`src/rtl/gpio_mem_loader_pkg.sv`:
```
// gpio_mem_loader_pkg: opcodes, FSM states and GPIO field positions shared by the loader and the micro driver.
package gpio_mem_loader_pkg;
  localparam logic [2:0] OP_NOP      = 3'd0;
  localparam logic [2:0] OP_SET_BANK = 3'd1;
  localparam logic [2:0] OP_SET_ADDR = 3'd2;
  localparam logic [2:0] OP_WRITE    = 3'd3;
  localparam logic [2:0] OP_CLEAR    = 3'd4;
  localparam logic [2:0] OP_DONE     = 3'd5;
  localparam int STROBE_BIT = 31;
  localparam int OP_LSB     = 28;
  localparam int ACK_BIT    = 31;
  localparam int BUSY_BIT   = 30;
  localparam int OVR_BIT    = 29;
  localparam int CMD_BIT    = 28;
  localparam int WRAP_BIT   = 27;
  localparam int BANK_LSB   = 16;
  typedef enum logic [1:0] {S_IDLE, S_EXEC, S_CLEAR, S_ACK} state_e;
endpackage

```
`src/rtl/gpio_toggle_sync.sv`:
```
// gpio_toggle_sync: 2-flop synchronizer on a toggle strobe with edge detect giving a one-cycle cmd_valid.
module gpio_toggle_sync (
  input  logic clk,
  input  logic rst,
  input  logic strobe,
  output logic cmd_valid
);
  logic s1_q, s2_q, prev_q;
  always_ff @(posedge clk) begin
    if (rst) begin
      s1_q   <= 1'b0;
      s2_q   <= 1'b0;
      prev_q <= 1'b0;
    end else begin
      s1_q   <= strobe;
      s2_q   <= s1_q;
      prev_q <= s2_q;
    end
  end
  assign cmd_valid = s2_q ^ prev_q;
endmodule

```
`src/rtl/gpio_mem_loader.sv`:
```
// gpio_mem_loader: GPIO toggle-strobe command loader writing words into the N+2 line memories.
module gpio_mem_loader
  import gpio_mem_loader_pkg::*;
#(
  parameter int GPIO_D     = 32,
  parameter int N          = 2,
  parameter int BITS_DATA  = 13,
  parameter int NB_ADDRESS = 10
) (
  input  logic                  CLK100MHZ,
  input  logic                  rst,
  input  logic [GPIO_D-1:0]     gpio_o_data_tri_o,
  output logic [GPIO_D-1:0]     gpio_i_data_tri_i,
  output logic [N+1:0]          o_we,
  output logic [NB_ADDRESS-1:0] o_WAddr,
  output logic [BITS_DATA-1:0]  o_MemData,
  output logic                  o_load_done,
  output logic                  o_busy
);
  localparam int NBANK = N + 2;
  state_e state_q, state_d;
  logic [2:0] op_q, op_d;
  logic [BITS_DATA-1:0] data_q, data_d;
  logic [3:0] bank_q, bank_d;
  logic [NB_ADDRESS-1:0] addr_q, addr_d;
  logic ack_q, ack_d, ovr_q, ovr_d, cerr_q, cerr_d, wrap_q, wrap_d;
  logic cmd_valid, wr_exec, unused_bits;
  gpio_toggle_sync u_sync (
    .clk      (CLK100MHZ),
    .rst      (rst),
    .strobe   (gpio_o_data_tri_o[STROBE_BIT]),
    .cmd_valid(cmd_valid)
  );
  assign unused_bits = ^gpio_o_data_tri_o[OP_LSB-1:BITS_DATA];
  always_ff @(posedge CLK100MHZ) begin
    if (rst) begin
      state_q <= S_IDLE;
      op_q    <= '0;
      data_q  <= '0;
      bank_q  <= '0;
      addr_q  <= '0;
      ack_q   <= 1'b0;
      ovr_q   <= 1'b0;
      cerr_q  <= 1'b0;
      wrap_q  <= 1'b0;
    end else begin
      state_q <= state_d;
      op_q    <= op_d;
      data_q  <= data_d;
      bank_q  <= bank_d;
      addr_q  <= addr_d;
      ack_q   <= ack_d;
      ovr_q   <= ovr_d;
      cerr_q  <= cerr_d;
      wrap_q  <= wrap_d;
    end
  end
  always_comb begin
    state_d = state_q;
    op_d    = op_q;
    data_d  = data_q;
    bank_d  = bank_q;
    addr_d  = addr_q;
    ack_d   = ack_q;
    ovr_d   = ovr_q;
    cerr_d  = cerr_q;
    wrap_d  = wrap_q;
    case (state_q)
      S_IDLE: if (cmd_valid) begin
        state_d = S_EXEC;
        op_d    = gpio_o_data_tri_o[OP_LSB +: 3];
        data_d  = gpio_o_data_tri_o[BITS_DATA-1:0];
      end
      S_EXEC: begin
        state_d = (op_q == OP_CLEAR) ? S_CLEAR : S_ACK;
        case (op_q)
          OP_NOP: begin
            ovr_d  = 1'b0;
            cerr_d = 1'b0;
            wrap_d = 1'b0;
          end
          OP_SET_BANK: begin
            if ({1'b0, data_q[3:0]} < 5'(NBANK)) bank_d = data_q[3:0];
            else cerr_d = 1'b1;
          end
          OP_SET_ADDR: addr_d = data_q[NB_ADDRESS-1:0];
          OP_WRITE: begin
            addr_d = addr_q + 1'b1;
            if (&addr_q) wrap_d = 1'b1;
          end
          OP_CLEAR: addr_d = '0;
          OP_DONE: ;
          default: cerr_d = 1'b1;
        endcase
      end
      S_CLEAR: begin
        addr_d = addr_q + 1'b1;
        if (&addr_q) state_d = S_ACK;
      end
      S_ACK: begin
        state_d = S_IDLE;
        ack_d   = ~ack_q;
      end
      default: state_d = S_IDLE;
    endcase
    // A strobe edge while a command is in flight is dropped; set after NOP so it is never lost.
    if (cmd_valid && state_q != S_IDLE) ovr_d = 1'b1;
  end
  assign wr_exec     = (state_q == S_EXEC) && (op_q == OP_WRITE);
  assign o_we        = (wr_exec || state_q == S_CLEAR) ? NBANK'(1) << bank_q : '0;
  assign o_WAddr     = addr_q;
  assign o_MemData   = wr_exec ? data_q : '0;
  assign o_load_done = (state_q == S_EXEC) && (op_q == OP_DONE);
  assign o_busy      = state_q != S_IDLE;
  always_comb begin
    gpio_i_data_tri_i                  = '0;
    gpio_i_data_tri_i[ACK_BIT]         = ack_q;
    gpio_i_data_tri_i[BUSY_BIT]        = o_busy;
    gpio_i_data_tri_i[OVR_BIT]         = ovr_q;
    gpio_i_data_tri_i[CMD_BIT]         = cerr_q;
    gpio_i_data_tri_i[WRAP_BIT]        = wrap_q;
    gpio_i_data_tri_i[BANK_LSB +: 4]   = bank_q;
    gpio_i_data_tri_i[NB_ADDRESS-1:0]  = addr_q;
  end
endmodule

```
`config.mk`:
```
export PLATFORM = sky130hd
export DESIGN_NAME = gpio_mem_loader
export DESIGN_NICKNAME = d
export VERILOG_FILES = /design/src/rtl/gpio_mem_loader_pkg.sv /design/src/rtl/gpio_toggle_sync.sv /design/src/rtl/gpio_mem_loader.sv
export SDC_FILE = /design/constraint.sdc
export NUM_CORES = 1
export LEC_CHECK = 0
export CORE_MARGIN = 2
export CORE_UTILIZATION = 48
export CTS_BUF_LIST = sky130_fd_sc_hd__clkbuf_4 sky130_fd_sc_hd__clkbuf_8
export CTS_CLUSTER_SIZE = 40
export DETAILED_ROUTE_END_ITERATION = 8
export GPL_ROUTABILITY_DRIVEN = 0
export GPL_TIMING_DRIVEN = 1
export HOLD_SLACK_MARGIN = 0.05
export PLACE_DENSITY = 0.89
export SKIP_CTS_REPAIR_TIMING = 1
export SLEW_MARGIN = 5
export SYNTH_ARGS = -nofsm -noshare
export SYNTH_HDL_FRONTEND = slang
export SYNTH_HIERARCHICAL = 1
export SYNTH_SLANG_ARGS = --single-unit
```
`constraint.sdc`:
```
create_clock -name CLK100MHZ -period 2.73 [get_ports CLK100MHZ]
set_input_delay 0.819 -clock CLK100MHZ [delete_from_list [all_inputs] [get_ports CLK100MHZ]]
set_output_delay 0.819 -clock CLK100MHZ [all_outputs]
set_load 0.03 [all_outputs]
```
==> flow_summary.ini <==
[power_and_ir_drop]
switching_share_pct = 40.7
pwr-share-comb_pct = 42.8
internal_power_mw = 1.15
power.switching_mw = 0.789
peakVddDrop_mv = 0.351
p_leak_nw = 1.15
clkPwrFrac_pct = 20.6
p_seq_share_pct = 36.7
p_per_area_nw_per_um2 = 675

[global_route]
grt_max_degree = 41
gr-usage-met3_pct = 6.63
antenna_found_initial = 0
grt_usage_pct = 21.5
grt_busiest_layer = met2
grt_use_met1_pct = 27.4
grt_overflow_total = 0
met2_usage_pct = 34.4
grt_pass1_wl_mm = 8.90
first_global_vias = 1910

[yosys]
synth_top_area_share_pct = 34.4
synth.avg_cell_area_um2 = 8.09
synth-main-ff-cell = dfxtp_1
ys_seq_elements = 39
yosysTopAreaCell = dfxtp_1
syn-instance-count = 281
yosys_warnings = 6
ys_types = 59
async_reset_ff_share_pct = 0
synth_area_leaders = dfxtp_1, buf_4, nand2_1
syn_area_um2 = 2270
synth_edf_count = 0
seq_area_frac_synth_pct = 34.4
netlist_top_cells_count = nand2_1, dfxtp_1, buf_4
yosys.cell_count.top_type = nand2_1

[placement]
post-dp-hpwl_mm = 3.84
port_buffers = 66
dp_slack_ns = 0.242

[route]
routedWlPerCell_um = 13.6
via_per_inst = 5.44
drt-initial-drc-count = 290
firstDrtPassIters = 4
routed-via-count = 2089
drc = 0
routed_wl_mm = 5.24
drtAntennaViolNets = 0

[timing]
max_freq_mhz = 384
period_needed_ns = 2.60
setup_violations = 0
fin_ws_ns = 0.126
finalCritPeriodShare_pct = 95.4
worstMarginPinSlew_ns = 0.986
fin_skew_ns = 0.00528
worst_slew_margin_rel_pct = 34.0
rsz0062_at_grt = no
final_max_slew_viol_count = 0
hold_slack_ns = 0.456
timing_hold_violations_final = 0

[clock_network]
cts.htree.levels = 2
cts_tree = built
clock_latency_ns = 0.30
cts_made_buffers = 5
cts_buffer_depth = 2
clock-root-buffer = clkbuf_8
cts_sinks = 39
clkTransAtPathRegs_ns = 0.07

[critical_path]
reg2regPathDepth = 6
start_kind = register
arrival_ns = 1.79
crit_end = o_we[3]
worstPathMaxFanout = 7
regToRegStartpoint = state_q[0]
rrSetupSlack_ns = 0.81
critPathKind = reg2out
end_kind = output pin
required_ns = 1.91
r2r_end = op_q[1]
startpoint = state_q[1]

[die]
rows = 25
core_area_um2 = 4630
num_io_pins = 95
dieArea_um2 = 5300
dieWidth_um = 72.8
start_util_pct = 49.1
die_h_um = 72.8

[finish]
fin_nets = 369
insertedDiodeCount = 0
utilization_pct = 62.1
drive_gt1_share_pct = 14.2
area_growth_pct = 26.4

[flow_run]
maxCapViolations = 0

[outcome]
outcome = finished, final reports clean

[hold_path]
min_path_type = reg2reg
==> worst min path at each step <==
stage / start / end / slack, ns / cells past startpoint
after floorplan: u_sync/s1_q / u_sync/s2_q / 0.41 / 1
after global placement: u_sync/s1_q / u_sync/s2_q / 0.42 / 1
after detailed placement: u_sync/s1_q / u_sync/s2_q / 0.44 / 1
after CTS: u_sync/s1_q / u_sync/s2_q / 0.45 / 1
after global routing: u_sync/s1_q / u_sync/s2_q / 0.48 / 1
final: u_sync/s1_q / u_sync/s2_q / 0.46 / 1
==> power by group through the flow <==
stage,sequential (mW),clock (mW),combinational (mW)
3_3_place_gp,0.715,0,0.803
6_report,0.711,0.399,0.829
4_1_cts,0.706,0.410,0.829
3_5_place_dp,0.719,0,0.826
2_1_floorplan,0.737,0,0.624
5_1_grt,0.723,0.440,0.907
==> critical path, cell delays in order (launching register included) <==
cell	delay, ns
dfxtp_2	0.39
inv_1	0.08
ha_2	0.22
and4b_1	0.24
o21a_1	0.20
and3_1	0.18
buf_4	0.16
==> kinds of logic (layout without fill, tap and decap cells) <==
logic type	count (synthesis)	after routing	synth area share (%)
AO/OA/AOI/OAI	68	68	20.2
other	1	13	0.165
flip-flops	39	39	34.4
XOR/XNOR	2	2	0.771
buffers and inverters	50	87	13.9
adder cells (fa/ha/maj)	6	6	3.30
AND/OR/NAND/NOR	114	114	26.8
multiplexers	1	1	0.441
==> through the flow <==
step | instance area (um^2) | power [mW] | std cells | TNS (ns)
2_1_floorplan | 2320 | 1.36 | 293 | 0
3_3_place_gp | 2770 | 1.52 | 376 | 0
3_5_place_dp | 2770 | 1.54 | 376 | 0
4_1_cts | 2860 | 1.95 | 384 | -0.279
5_1_grt | 2870 | 2.07 | 384 | 0
6_report | 2870 | 1.94 | 384 | 0
==> cell usage in the layout (no fill, tap or decap), types with 2 or more instances in the layout <==
master / count
a21oi_1: 29
nor2b_1: 4
nand3_1: 10
or3_1: 2
dlymetal6s2s_1: 3
ha_1: 5
nand2b_1: 5
o21ai_1: 2
nor2_1: 13
buf_4: 21
a311oi_1: 3
and4b_1: 2
clkbuf_8: 5
clkdlybuf4s50_1: 46
nand2_1: 45
and2_1: 15
a21o_1: 2
o21ai_0: 6
conb_1: 13
o21a_1: 2
and4_1: 2
inv_1: 7
o32ai_1: 3
nor3b_2: 2
a221oi_1: 3
nor3_1: 2
dfxtp_2: 2
a31oi_1: 4
dfxtp_1: 37
==> registers in the layout (all words and copies together) (netlist names) <==
name	flops
state_q	2
ack_q	1
u_sync/s2_q	1
u_sync/prev_q	1
o_WAddr	10
cerr_q	1
ovr_q	1
u_sync/s1_q	1
op_q	3
wrap_q	1
data_q	13
bank_q	4
==> routing by layer <==
metal	wire length, um	share of wire (%)
met1	2250	43
met2	2540	48
met3	381	7.3
met4	66	1.3
met5	0	0
==> area by class of cell <==
cell class	instances	area, um^2
inverters	8	30.0
clock buffers	6	76.3
flip-flops and latches	39	783
clock inverters	2	12.5
well taps	54	67.6
fillers	389	1760
repair buffers	71	676
multi-input cells	204	1230
(Power assumes the default switching activity.)
==> RTL change 1, RTL diff (config.mk and constraints unchanged) <==
Put a register stage on the outputs `o_we`, `o_MemData` and `o_load_done`, without a reset. The values now appear one clock later. The other outputs are not delayed to match.
--- a/src/rtl/gpio_mem_loader.sv
+++ b/src/rtl/gpio_mem_loader.sv
@@ -107,10 +107,12 @@
     if (cmd_valid && state_q != S_IDLE) ovr_d = 1'b1;
   end
   assign wr_exec     = (state_q == S_EXEC) && (op_q == OP_WRITE);
-  assign o_we        = (wr_exec || state_q == S_CLEAR) ? NBANK'(1) << bank_q : '0;
   assign o_WAddr     = addr_q;
-  assign o_MemData   = wr_exec ? data_q : '0;
-  assign o_load_done = (state_q == S_EXEC) && (op_q == OP_DONE);
+  always_ff @(posedge CLK100MHZ) begin
+    o_we        <= (wr_exec || state_q == S_CLEAR) ? NBANK'(1) << bank_q : '0;
+    o_MemData   <= wr_exec ? data_q : '0;
+    o_load_done <= (state_q == S_EXEC) && (op_q == OP_DONE);
+  end
   assign o_busy      = state_q != S_IDLE;
   always_comb begin
     gpio_i_data_tri_i                  = '0;
Behaviour: not the same (a bounded check fails within 4 cycles, from zero or initial values and one cycle with rst high).
==> RTL change 1 against the original RTL <==
Area after synthesis up 15%; sequential cell count rose by 18; setup slack gained 0.18 ns; power is 29% higher; sequential share of layout area is 7.0 points higher; routed wire length up 13%; count of clock-buffer cells in the layout up 5; final cell count up 11%; die area up 14%; design area is 16% higher; critical path type unchanged; critical endpoint is now gpio_i_data_tri_i[30]; highest routed layer unchanged.
==> RTL change 1: results (changes against the original RTL) <==
clock skew 0.00359 ns (was 0.00528 ns); routed wire length 5920 um (was 5240 um); P_leak 1.26 nW (was 1.15 nW); CP arrival 1.60 ns (was 1.79 ns); number of global-route vias before repair 2084 (was 1910); htree depth 3 (was 2); status finished, final reports clean (unchanged); Vias 2283 (was 2089); Top delay family on crit path buffers and inverters (was simple AND/OR/NAND/NOR gates); top cells by area, synth dfxtp_1 44%, buf_4 8.3%, nand2_1 6.6%, a21oi_1 5.9%, and2_1 2.9% (was dfxtp_1 34%, buf_4 10%, nand2_1 7.4%, a21oi_1 6.4%, and2_1 4.1%); Crit Path Max Fanout 8 (was 7); worst vdd ir 0.399 mV (was 0.351 mV); Cells after DPL 412 (was 376); clk_lat worst skew 0.34 ns (was 0.30 ns); R2R Path End o_WAddr[7]$_SDFFE_PP0P_ (was op_q[1]$_SDFFE_PP0P_); Avg Cell Area, Syn 8.73 um2 (was 8.09 um2); # nets final 393 (was 369); HPWL Detailed 4320 um (was 3840 um); Unique masters post-synth 49 (was 59); area of placed instances 3160 um2 (was 2770 um2); delay of the slowest critical-path stage 0.47 ns (was 0.39 ns); CTS Buf Count 9 (was 5); wire length per cell 13.9 um (was 13.6 um); DRT iter0 DRCs 143 (was 290); Seq/Total Area, Yosys 43.7% (was 34.4%); commonest cells in the netlist 57 x dfxtp_1, 46 x nand2_1, 31 x a21oi_1 (was 45 x nand2_1, 39 x dfxtp_1, 31 x buf_4); first-pass GRT wire length 9430 um (was 8900 um); Reg2Reg Setup Slack 0.69 ns (was 0.81 ns)
==> RTL change 1: tightest hold or removal path: cells and delay by family, from the launching register on <==
family,cells,cell delay [ns]
AND/OR/NAND/NOR,1,0.05
flip-flops,1,0.30
AO/OA/AOI/OAI,1,0.05
==> RTL change 1: power breakdown <==
| part | internal, W | switching [W] |
|---|---|---|
| sequential | 0.000900 | 0.0000849 |
| clock | 0.000364 | 0.000314 |
| combinational | 0.000333 | 0.000510 |
| total | 0.00160 | 0.000909 |
==> RTL change 1: area by class of cell <==
cell class | instances | area, um2
Sequential cell | 57 | 1140
Fill cell | 455 | 1840
Tap cell | 70 | 87.6
Clock buffer | 11 | 151
Clock inverter | 3 | 17.5
Timing Repair Buffer | 70 | 696
Multi-Input combinational cell | 203 | 1190
Inverter | 12 | 45.0
==> RTL change 1: layer usage <==
metal / vias to the layer above / GRT usage, % / wire, um
li1: 1106 / - / -
met5: - / 0 / 0
met2: 115 / 32.0 / 2840
met4: 0 / 11.3 / 127
met1: 1048 / 23.7 / 2430
met3: 14 / 7.56 / 522
==> RTL change 1: per-stage QoR <==
step / setup slack [ns] / hold slack [ns] / TNS (ns) / utilization (%)
6_report: 0.311 / 0.449 / 0 / 64.4
5_1_grt: 0.193 / 0.473 / 0 / 64.4
4_1_cts: -0.0939 / 0.451 / -0.187 / 64.3
3_5_place_dp: 0.294 / 0.442 / 0 / 61.1
3_3_place_gp: 0.344 / 0.423 / 0 / 61.1
2_1_floorplan: 0.720 / 0.414 / 0 / -
==> RTL change 1: logic make-up after synthesis <==
kind of cell    after synthesis  synth area share (%)
simple gates                115                  23.0
compound gates               65                  16.6
flops                        57                  43.7
buf+inv                      51                  12.2
fa+ha+maj                     6                  2.88
xor+xnor                      2                 0.671
mux                           2                 0.767
other cells                   1                 0.144
==> RTL change 2, RTL diff (config.mk and constraints unchanged) <==
Without the edit above. `N`: 2 -> 1. Comments in the files are not updated.
--- a/src/rtl/gpio_mem_loader.sv
+++ b/src/rtl/gpio_mem_loader.sv
@@ -3,7 +3,7 @@
   import gpio_mem_loader_pkg::*;
 #(
   parameter int GPIO_D     = 32,
-  parameter int N          = 2,
+  parameter int N          = 1,
   parameter int BITS_DATA  = 13,
   parameter int NB_ADDRESS = 10
 ) (
Ports: changed (resized o_we); port bits go from 95 to 94. The function was not compared with the original's and may differ.
==> RTL change 2 against the original RTL <==
Sequential cell count stayed put; design area is 1.9% lower; area after synthesis is 2.7% lower; clock skew is 0.00069 ns higher; register-to-register slack worse by 0.12 ns; routed wire length is 1.6% higher; setup slack worse by 0.073 ns; clock power is 2% lower; power is 11% higher; via count is 0.81% higher; critical path type unchanged; largest cell class unchanged; largest power group unchanged.
==> RTL change 2: results (changes against the original RTL) <==
WHS 0.446 ns (was 0.456 ns); post-route minimum period 2.68 ns (was 2.60 ns); met2 routed WL 2620 um (was 2540 um); 1st-pass router iterations 5 (was 4); wire length per cell 14.2 um (was 13.6 um); Sw Ratio 42.3% (was 40.7%); dpl ws 0.129 ns (was 0.242 ns); Clock Tree Root clkbuf_8 (unchanged); Avg Cell Area, Syn 8.07 um2 (was 8.09 um2); top cells by area, synth dfxtp_1 35%, buf_4 9.8%, nand2_1 6.8%, a21oi_1 5.9%, and2_1 3.7% (was dfxtp_1 34%, buf_4 10%, nand2_1 7.4%, a21oi_1 6.4%, and2_1 4.1%); fill count 378 (was 389); clock skew 0.00596 ns (was 0.00528 ns); Critical-path top delay cell clkdlybuf4s50_1 (was dfxtp_2); setup TNS 0 ns (unchanged); met3 GRT Util 5.34% (was 6.63%); commonest cells in the netlist 40 x nand2_1, 39 x dfxtp_1, 29 x buf_4 (was 45 x nand2_1, 39 x dfxtp_1, 31 x buf_4); HPWL Detailed 3720 um (was 3840 um); register with the most flip-flops data_q (unchanged); CP arrival 1.86 ns (was 1.79 ns); sequential share of power 35.5% (was 36.7%); CP endpoint o_load_done (was o_we[3]); worst vdd ir 0.354 mV (was 0.351 mV); Unique masters post-synth 47 (was 59); met2 Usage GRT 34.4% (about the same); Vias 2106 (was 2089); Metal-1 WL 2130 um (was 2250 um); R2R Path End o_WAddr[6]$_SDFFE_PP0P_ (was op_q[1]$_SDFFE_PP0P_); DRT iter0 DRCs 267 (was 290); I/O Buffers 65 (was 66); Reg2Reg Setup Slack 0.69 ns (was 0.81 ns); clk_lat worst skew 0.29 ns; Top delay family on crit path buffers and inverters (was simple AND/OR/NAND/NOR gates); Crit Path Max Fanout 6 (was 7); met3 WL 474 um (was 381 um); Seq/Total Area, Yosys 35.3% (was 34.4%); first-pass GRT wire length 8360 um (was 8900 um); Cells after DPL 367 (was 376); delay of the slowest critical-path stage 0.67 ns (was 0.39 ns); Psw 0.000907 W (was 0.000789 W); P_leak 1.09 nW (was 1.15 nW); number of global-route vias before repair 1902 (was 1910); status finished, final reports clean (unchanged); grt met1 use 24.8% (was 27.4%); # nets final 362 (was 369); largest net degree at the start of global routing 42 (was 41); Power Clock 0.000391 W (was 0.000399 W); total track usage 20.2% (was 21.5%); area of placed instances 2690 um2 (was 2770 um2); DR vias/cell 5.63 (was 5.44); layout cells sized above 1 12.4% (was 14.2%)
[RTL change 2: cell families (layout without fill, tap and decap cells)]
| family | count (synthesis) | in the layout | share of synthesized area, % |
|---|---|---|---|
| buffers and inverters | 49 | 85 | 13.6 |
| flip-flops | 39 | 39 | 35.3 |
| AO/OA/AOI/OAI | 61 | 61 | 17.6 |
| AND/OR/NAND/NOR | 113 | 113 | 27.7 |
| XOR/XNOR | 2 | 2 | 0.792 |
| other | 1 | 13 | 0.170 |
| multiplexers | 3 | 3 | 1.36 |
| adder cells (fa/ha/maj) | 6 | 6 | 3.40 |
[RTL change 2: area by class of cell]
class | instances | area [um2] | area share (%)
multi-input combinational | 198 | 1200 | 42.5
sequential | 39 | 786 | 27.9
timing repair buffer | 69 | 649 | 23.0
clock buffer | 6 | 82.6 | 2.93
tap | 52 | 65.1 | 2.31
inverter | 9 | 33.8 | 1.20
clock inverter | 1 | 5.00 | 0.178
